**src/rtl/pc_ctrl_pkg.sv**
```systemverilog
// Shared encodings for the fetch-PC controller: PCSel codes, FSM states, reset PC.
package pc_ctrl_pkg;

    localparam logic [31:0] RESET_PC_DEF = 32'h0000_3000;

    // PCSel codes consumed by the PC decision datapath
    localparam logic [2:0] PCSEL_SEQ = 3'b000;
    localparam logic [2:0] PCSEL_BR  = 3'b001;
    localparam logic [2:0] PCSEL_JMP = 3'b010;
    localparam logic [2:0] PCSEL_JR  = 3'b011;
    localparam logic [2:0] PCSEL_RST = 3'b100;

    // Controller states
    localparam logic [1:0] S_BOOT = 2'd0;
    localparam logic [1:0] S_RUN  = 2'd1;
    localparam logic [1:0] S_PEND = 2'd2;
    localparam logic [1:0] S_HALT = 2'd3;

    // Sequential successor; wraps modulo 2^32
    function automatic logic [31:0] pc_plus4(input logic [31:0] pc);
        return pc + 32'd4;
    endfunction

endpackage

```
**src/rtl/pc_redirect_ctrl_arbiter.sv**
```systemverilog
// Fixed-priority redirect select: soft_rst > taken branch > jr > jmp.
// When allow_young is low only soft_rst may win (pending fetch, halt, boot).
module redirect_arbiter
    import pc_ctrl_pkg::*;
#(
    parameter logic [31:0] RESET_PC = RESET_PC_DEF
) (
    input  logic        allow_young,
    input  logic        soft_rst,
    input  logic        br_valid,
    input  logic        br_taken,
    input  logic [31:0] br_target,
    input  logic        jr_valid,
    input  logic [31:0] jr_target,
    input  logic        jmp_valid,
    input  logic [31:0] jmp_target,
    output logic        redir_valid,
    output logic [2:0]  redir_sel,
    output logic [31:0] redir_target,
    output logic        redir_flush_id
);

    // Pick one winner per cycle; a not-taken branch falls through to lower sources
    always_comb begin
        redir_valid    = 1'b0;
        redir_sel      = PCSEL_SEQ;
        redir_target   = 32'd0;
        redir_flush_id = 1'b0;
        if (soft_rst) begin
            redir_valid    = 1'b1;
            redir_sel      = PCSEL_RST;
            redir_target   = RESET_PC;
            redir_flush_id = 1'b1;
        end else if (allow_young && br_valid && br_taken) begin
            redir_valid    = 1'b1;
            redir_sel      = PCSEL_BR;
            redir_target   = br_target;
            redir_flush_id = 1'b1;
        end else if (allow_young && jr_valid) begin
            redir_valid  = 1'b1;
            redir_sel    = PCSEL_JR;
            redir_target = jr_target;
        end else if (allow_young && jmp_valid) begin
            redir_valid  = 1'b1;
            redir_sel    = PCSEL_JMP;
            redir_target = jmp_target;
        end
    end

endmodule

```
**src/rtl/pc_redirect_ctrl.sv**
```systemverilog
// Fetch-PC sequencer: owns the PC, drives the imem req/ack fetch and applies redirects.
// Handshake: fetch_req/fetch_addr stay stable from assertion until the cycle fetch_ack
// is high; a redirect arriving while a request is outstanding is parked in pend_pc.
module pc_redirect_ctrl
    import pc_ctrl_pkg::*;
#(
    parameter logic [31:0] RESET_PC = RESET_PC_DEF,
    parameter int          CNT_W    = 16
) (
    input  logic             clk,
    input  logic             rst_n,
    input  logic             stall,
    input  logic             halt,
    input  logic             soft_rst,
    input  logic             br_valid,
    input  logic             br_taken,
    input  logic [31:0]      br_target,
    input  logic             jr_valid,
    input  logic [31:0]      jr_target,
    input  logic             jmp_valid,
    input  logic [31:0]      jmp_target,
    output logic             fetch_req,
    output logic [31:0]      fetch_addr,
    input  logic             fetch_ack,
    output logic [31:0]      pc,
    output logic [2:0]       pc_sel,
    output logic             if_flush,
    output logic             id_flush,
    output logic [CNT_W-1:0] redirect_cnt
);

    logic [1:0]       state_q, state_d;
    logic [31:0]      pc_q, pc_d;
    logic [31:0]      pend_pc_q, pend_pc_d;
    logic [CNT_W-1:0] cnt_q, cnt_d;

    logic        redir_valid;
    logic [2:0]  redir_sel;
    logic [31:0] redir_target;
    logic        redir_flush_id;

    redirect_arbiter #(.RESET_PC(RESET_PC)) u_arb (
        .allow_young    (state_q == S_RUN),
        .soft_rst       (soft_rst),
        .br_valid       (br_valid),
        .br_taken       (br_taken),
        .br_target      (br_target),
        .jr_valid       (jr_valid),
        .jr_target      (jr_target),
        .jmp_valid      (jmp_valid),
        .jmp_target     (jmp_target),
        .redir_valid    (redir_valid),
        .redir_sel      (redir_sel),
        .redir_target   (redir_target),
        .redir_flush_id (redir_flush_id)
    );

    // Output decode; reset forces the reset code and both flushes
    always_comb begin
        fetch_req    = rst_n && (((state_q == S_RUN) && !stall) || (state_q == S_PEND));
        fetch_addr   = pc_q;
        pc           = pc_q;
        pc_sel       = rst_n ? redir_sel : PCSEL_RST;
        if_flush     = !rst_n || redir_valid || ((state_q == S_PEND) && fetch_ack);
        id_flush     = !rst_n || redir_flush_id;
        redirect_cnt = cnt_q;
    end

    // Next-state, next-PC and statistics
    always_comb begin
        state_d   = state_q;
        pc_d      = pc_q;
        pend_pc_d = pend_pc_q;
        cnt_d     = cnt_q;
        if (redir_valid && (cnt_q != {CNT_W{1'b1}})) begin
            cnt_d = cnt_q + 1'b1;
        end
        case (state_q)
            S_BOOT: begin
                if (redir_valid) pc_d = redir_target;
                state_d = S_RUN;
            end
            S_RUN: begin
                if (redir_valid) begin
                    if (fetch_req && !fetch_ack) begin
                        pend_pc_d = redir_target;
                        state_d   = S_PEND;
                    end else begin
                        pc_d = redir_target;
                    end
                end else if (fetch_req && fetch_ack) begin
                    pc_d = pc_plus4(pc_q);
                    if (halt) state_d = S_HALT;
                end else if (!fetch_req && halt) begin
                    state_d = S_HALT;
                end
            end
            S_PEND: begin
                if (redir_valid) pend_pc_d = redir_target;
                if (fetch_ack) begin
                    pc_d    = redir_valid ? redir_target : pend_pc_q;
                    state_d = S_RUN;
                end
            end
            default: begin
                if (redir_valid) begin
                    pc_d    = redir_target;
                    state_d = S_RUN;
                end
            end
        endcase
    end

    // State registers with synchronous active-low reset
    always_ff @(posedge clk) begin
        if (!rst_n) begin
            state_q   <= S_BOOT;
            pc_q      <= RESET_PC;
            pend_pc_q <= 32'd0;
            cnt_q     <= '0;
        end else begin
            state_q   <= state_d;
            pc_q      <= pc_d;
            pend_pc_q <= pend_pc_d;
            cnt_q     <= cnt_d;
        end
    end

endmodule
```
**config.mk**
```make
export PLATFORM = sky130hd
export DESIGN_NAME = pc_redirect_ctrl
export DESIGN_NICKNAME = d
export VERILOG_FILES = /design/src/rtl/pc_ctrl_pkg.sv /design/src/rtl/pc_redirect_ctrl_arbiter.sv /design/src/rtl/pc_redirect_ctrl.sv
export SDC_FILE = /design/constraint.sdc
export NUM_CORES = 1
export LEC_CHECK = 0
export ABC_AREA = 1
export BUFFER_PORTS_ARGS = -buffer_cell sky130_fd_sc_hd__buf_2
export CAP_MARGIN = 20
export CORE_MARGIN = 2
export CORE_UTILIZATION = 59
export CTS_BUF_LIST = sky130_fd_sc_hd__clkbuf_8
export CTS_CLUSTER_SIZE = 20
export DETAILED_ROUTE_END_ITERATION = 16
export GPL_TIMING_DRIVEN = 0
export PLACE_DENSITY = 0.92
export SETUP_SLACK_MARGIN = 0.3
export SLEW_MARGIN = 20
export SYNTH_ARGS = -nofsm -noshare
export SYNTH_HDL_FRONTEND = slang
export SYNTH_HIERARCHICAL = 1
export SYNTH_SLANG_ARGS = --single-unit
export TNS_END_PERCENT = 10
```
**constraint.sdc**
```tcl
create_clock -name clk -period 6.8 [get_ports clk]
set_clock_uncertainty 0.15 [all_clocks]
set_input_delay 0.34 -clock clk [delete_from_list [all_inputs] [get_ports clk]]
set_output_delay 0.34 -clock clk [all_outputs]
set_load 0.01 [all_outputs]
```
After elaboration in Yosys (flattened, before gate mapping). Cells that the tools add are included.

Bits of input ports: 106. Flip-flop bits (word level): 82. Output and inout bits: 86. Logic and storage cells: 76.

Reductions and logical operators: 26. $add $sub $neg: 2. Equal/unequal tests: 11. Multiplexer cells: 33.

Operators with widths (count): 32-bit 2-to-1 mux (12); 32-bit case mux with 2 select lines (2); 32-bit by 3-bit adder with 32-bit output, second input constant (1); 16-bit by 1-bit adder with 16-bit output, second input constant (1); 2-bit 2-to-1 mux (8); 16-bit inequality test, second input constant (1); 3-bit 2-to-1 mux (4); 1-bit logical AND (11); 3-bit inequality test, second input constant (3); 4-bit inequality test, second input constant (2); 1-bit 2-to-1 mux (6); 2-bit inequality test, second input constant (3); 2-bit case mux with 3 select lines (1); 5-bit AND reduction (1); 1-bit logical NOT (4); 1-bit logical OR (4); 4-bit AND reduction (1); 4-bit nonzero test (1); 3-bit AND reduction (1); 3-bit nonzero test (1); 2-bit by 1-bit == test with 1-bit output, second input constant (1); 2-bit == test, second input constant (1); 2-bit logical NOT (1); 2-bit nonzero test (1).

Logic depth before layout (Yosys ltp).
Depth in word-level cells: 10. Mapped depth: 20. Depth with buffers taken out: 16.

Modules after synthesis. Netlist, hierarchy kept.

Modules (own cells, without submodules): pc_redirect_ctrl (cells an instance 896, sequential area each 1641.6 sq um, area each 5544.1 sq um, instances 1); redirect_arbiter (cells an instance 270, sequential area each 0.0 sq um, area each 1189.9 sq um, instances 1).

Least setup slack after synthesis. OpenSTA, ideal clock, no wires.

Path type: register to register. Start: register state_q[1]. End: register pc_q[5], in the netlist fetch_addr[5]. Clock period less this slack: 2487 ps. Path slack: 4313 ps. Data arrival time: 2218 ps. Cell stages (with the launch flop): 19. Setup time: 119 ps. Path buffers: 4. Required time: 6531 ps. Cell sequence: dfxtp_1 -> inv_1 -> ha_1 -> buf_4 -> buf_4 -> nand2_1 -> inv_1 -> nor2_1 -> nand3_1 -> buf_2 -> inv_2 -> nand2_2 -> inv_2 -> nand2_1 -> nand3_2 -> inv_2 -> buf_4 -> o21ai_0 -> nor2_1.

Cells in the longest elaborated chain, start to end: 9. Elaborated cells between the ends (all ways): 30. Those cells by class: 5 x eq/ne; 14 x mux; 11 x reduce/logical.

RTL lines: from (decl) (RTL line pc_redirect_ctrl.sv:32) `logic [1:0] state_q, state_d;`; from (signal assigned) (RTL line pc_redirect_ctrl.sv:122) `state_q <= state_d;`; 2-bit by 1-bit == test with 1-bit output * (RTL line pc_redirect_ctrl.sv:43) `.allow_young (state_q == S_RUN),`; 1-bit logical AND (RTL line pc_redirect_ctrl_arbiter.sv:43) `end else if (allow_young && jmp_valid) begin`; 1-bit 2-to-1 mux (RTL line pc_redirect_ctrl_arbiter.sv:43); 1-bit 2-to-1 mux (RTL line pc_redirect_ctrl_arbiter.sv:39) `end else if (allow_young && jr_valid) begin`; 1-bit 2-to-1 mux * (RTL line pc_redirect_ctrl_arbiter.sv:34) `end else if (allow_young && br_valid && br_taken) begin`; 1-bit 2-to-1 mux * (RTL line pc_redirect_ctrl_arbiter.sv:29) `if (soft_rst) begin`; net redir_valid (RTL line pc_redirect_ctrl.sv:37) `logic redir_valid;`; 32-bit 2-to-1 mux (RTL line pc_redirect_ctrl.sv:80, pc_redirect_ctrl.sv:106); 32-bit 2-to-1 mux (RTL line pc_redirect_ctrl.sv:100) `if (fetch_ack) begin`; 32-bit case mux with 2 select lines (RTL line pc_redirect_ctrl.sv:78) `case (state_q)`; to (signal assigned) (RTL line pc_redirect_ctrl.sv:123) `pc_q <= pc_d;`; to (decl) (RTL line pc_redirect_ctrl.sv:33) `logic [31:0] pc_q, pc_d;`.

Mark *: on every way through the listed nets, which the timed path passes. The rest lies on a longest branch. The select of a mux whose other input is x is not followed. A chain may end at the register's enable or synchronous reset.

Worst setup path after layout.
Start: register state_q[1]. End: output if_flush.

Cells in the longest elaborated chain, start to end: 8. Elaborated cells between the ends (all ways): 13. Those cells by class: 2 x eq/ne; 4 x mux; 7 x reduce/logical.

RTL lines: 2-bit by 1-bit == test with 1-bit output * (RTL line pc_redirect_ctrl.sv:43); 1-bit logical AND (RTL line pc_redirect_ctrl_arbiter.sv:43); 1-bit 2-to-1 mux (RTL line pc_redirect_ctrl_arbiter.sv:43); 1-bit 2-to-1 mux (RTL line pc_redirect_ctrl_arbiter.sv:39); 1-bit 2-to-1 mux * (RTL line pc_redirect_ctrl_arbiter.sv:34); 1-bit 2-to-1 mux * (RTL line pc_redirect_ctrl_arbiter.sv:29); net redir_valid (RTL line pc_redirect_ctrl.sv:37); 1-bit logical OR * (2 in a row) (RTL line pc_redirect_ctrl.sv:64) `if_flush = !rst_n || redir_valid || ((state_q == S_PEND) && fetch_ack);`; to (decl) (RTL line pc_redirect_ctrl.sv:27) `output logic if_flush,`.

Mark *: on every way through the listed nets, which the timed path passes. The rest lies on a longest branch.

==> flow_summary.json <==
{
  "synth-main-ff-cell": "dfxtp_1",
  "layout_setup_ws_ns": 3.51,
  "synth.distinct_cells": 39,
  "io_pins": 192,
  "p_leak_nw": 3.70,
  "syn_avg_cell_area_um2": 5.78,
  "min_path_type": "in2reg",
  "tritoncts": "built",
  "drc_errors": 0,
  "drt-vias-per-instance": 5.74,
  "maxCapViolations": 0,
  "drtIter0Drc": 1175,
  "core_mm2": 0.0113,
  "powerDensity_mw_per_mm2": 380,
  "synth_fp_nets": 1277,
  "maxSlewViolCount": 0,
  "antenna_found_initial": 2,
  "setup_viol": 0,
  "seqPwrFrac_pct": 26.7,
  "htreeDepth": 3,
  "min_period_ns": 3.29,
  "grt_overflow": 0,
  "drtPass1Iterations": 7,
  "drive_above_1_share_pct": 22.1,
  "pre_cts_slack_ns": 3.77,
  "dieHeight_um": 111,
  "synth_seq_area_share_pct": 24.4,
  "status": "complete, no violations",
  "wire_per_inst_um": 15.6,
  "switching_share_pct": 50.5,
  "cts.path.max_buffers": 2,
  "startpoint_type": "register",
  "clkPwrFrac_pct": 11.5,
  "syn_inst": 1166,
  "endpoint_kind": "primary output",
  "p_int_w": 0.00151,
  "wl_met3_mm": 2.90,
  "syn_area_mm2": 0.00673,
  "tns_ns": 0,
  "topRoutingLayerUsed": "met4",
  "dp_cells": 1497,
  "stdcell_area_mm2": 0.00805,
  "dpl_cell_area_mm2": 0.00785,
  "power_frac_comb_pct": 61.8,
  "ctsHoldBuffers": 0,
  "fin_crit_sh_pct": 48.3,
  "hold_viol_final": 0,
  "fmaxAchievable_mhz": 304,
  "wirelength_mm": 23.6,
  "root_buffer": "clkbuf_8",
  "grt_pass1_vias": 7852,
  "p_total_w": 0.00306,
  "clock-sinks": 82,
  "rsz0062_at_grt": "false",
  "critical_path_class": "reg2out",
  "finalNonFillerCells": 1514,
  "ys_ff_latch": 82,
  "cts_buffers": 9,
  "die_x_um": 111,
  "tightest_slew_ns": 0.719,
  "nFillCells": 1042,
  "yosysWarnings": 6,
  "required_ns": 6.31,
  "slew_headroom_pct": 52.0,
  "synth_edf_count": 0,
  "dieArea_mm2": 0.0123,
  "synthArstFlopShare_pct": 0,
  "wl_met2_mm": 10.3,
  "post_cts_resized": 0,
  "peakVddDrop_mv": 0.213,
  "numPortBuffers": 188,
  "insertion_delay_ns": 0.36,
  "gp_congestion": 0.977,
  "crit_arrival_ns": 2.80,
  "postCtsSetupBuffers": 0,
  "start_util_pct": 59.7,
  "syn_to_final_growth_pct": 19.5,
  "routed-via-count": 8693,
  "clk_pin_slew_ns": 0.08,
  "critPathMaxFanout": 10,
  "drtAntennaViolNets": 0,
  "nNetsFinal": 1476,
  "met1_length_mm": 9.46,
  "grt_pass1_wl_mm": 38.1,
  "grt_max_degree": 13,
  "placementRows": 39,
  "place_hpwl_mm": 18.0,
  "switching_power_w": 0.00155,
  "track_usage_pct": 37.4
}
-- layout make-up --
type	count	area, um^2	area share, %
timing repair buffer	188	941	11.7
buffer	106	628	7.80
sequential	82	1640	20.4
tap	143	179	2.22
clock inverter	2	11.3	0.140
antenna	2	5.00	0.0622
multi-input combinational	905	4190	52.0
clock buffer	13	179	2.22
inverter	73	277	3.44
-- state kept, by name, summed over array words and instances, names as in the netlist --
signal        flops
fetch_addr       32
pend_pc_q        32
redirect_cnt     16
state_q           2
-- layout by cell type, fill, tap and decap left out, drive strengths merged, types with 3 or more instances in the layout --
cell,synthesis,routed
nand3b,3,3
xor2,11,11
nor3,8,8
and2,3,3
dfxtp,82,82
xnor2,5,5
ha,5,5
buf,80,268
nand3,90,90
a211oi,25,25
nor2,222,222
a31oi,14,14
nand2,272,272
clkbuf,26,39
inv,72,73
a21oi,112,112
o21ai,119,119
o211ai,5,5
-- through the flow --
stage | hold WS (ns) | util, %
after floorplan | 0.345 | -
after global placement | 0.331 | 69.7
after detailed placement | 0.331 | 69.7
after CTS | 0.275 | 71.4
after global routing | 0.317 | 71.4
final | 0.287 | 71.4
-- final timing paths --
check | startpoint | end | slack (ns) | depth (start not counted)
min | halt | state_q[1]$_SDFFE_PN0P_ | 0.29 | 4
min reg2reg | fetch_addr[0]$_SDFFE_PN0P_ | fetch_addr[0]$_SDFFE_PN0P_ | 0.35 | 2
max | state_q[1]$_SDFFE_PN0P_ | if_flush | 3.51 | 13
max reg2reg | state_q[1]$_SDFFE_PN0P_ | fetch_addr[31]$_SDFFE_PN0P_ | 3.62 | 18
-- metal layers --
| layer | up-vias | global-route usage [%] |
|---|---|---|
| li1 | 4192 | - |
| met1 | 3762 | 49.2 |
| met2 | 645 | 59.2 |
| met3 | 94 | 7.33 |
| met4 | 0 | 17.5 |
| met5 | - | 0 |
-- Yosys cell counts, types with 5 or more instances --
library cell | number | area, um^2
o21ai_1 | 7 | 35.0
ha_1 | 5 | 62.6
a211oi_1 | 25 | 188
nor2_1 | 218 | 818
a21oi_1 | 110 | 551
a31oi_1 | 14 | 87.6
clkbuf_1 | 26 | 97.6
buf_4 | 40 | 300
inv_1 | 66 | 248
xor2_1 | 11 | 96.3
inv_2 | 5 | 18.8
buf_2 | 34 | 170
o211ai_1 | 5 | 37.5
nor3_1 | 8 | 40.0
buf_6 | 5 | 56.3
nand2_1 | 269 | 1010
xnor2_1 | 5 | 43.8
nand3_1 | 87 | 435
o21ai_0 | 111 | 556
dfxtp_1 | 82 | 1640
-- worst max-delay path: stages (launching register included) --
cell and delay (ns):
dfxtp_1 0.36, inv_1 0.07, ha_1 0.19, buf_4 0.16, buf_4 0.17, nand2_1 0.08, inv_1 0.07, nor2_1 0.17
nand3_1 0.10, buf_2 0.19, inv_2 0.17, clkbuf_1 0.34, o211ai_1 0.17, buf_2 0.20
-- power by group through the flow --
stage               sequential (W)  clock (W)  combinational (W)
CTS                       0.000811   0.000348            0.00184
global placement          0.000818          0            0.00180
floorplan                 0.000821          0            0.00126
detailed placement        0.000821          0            0.00183
global route              0.000842   0.000372            0.00208
finish                    0.000816   0.000351            0.00189
-- cells by family after synthesis --
| logic type | share of synthesized area [%] |
|---|---|
| AO/OA/AOI/OAI | 22.5 |
| XOR/XNOR | 2.08 |
| adder cells (fa/ha/maj) | 0.929 |
| AND/OR/NAND/NOR | 36.7 |
| flip-flops | 24.4 |
| buffers and inverters | 13.4 |
No activity file was read; power rests on OpenSTA's default activity.
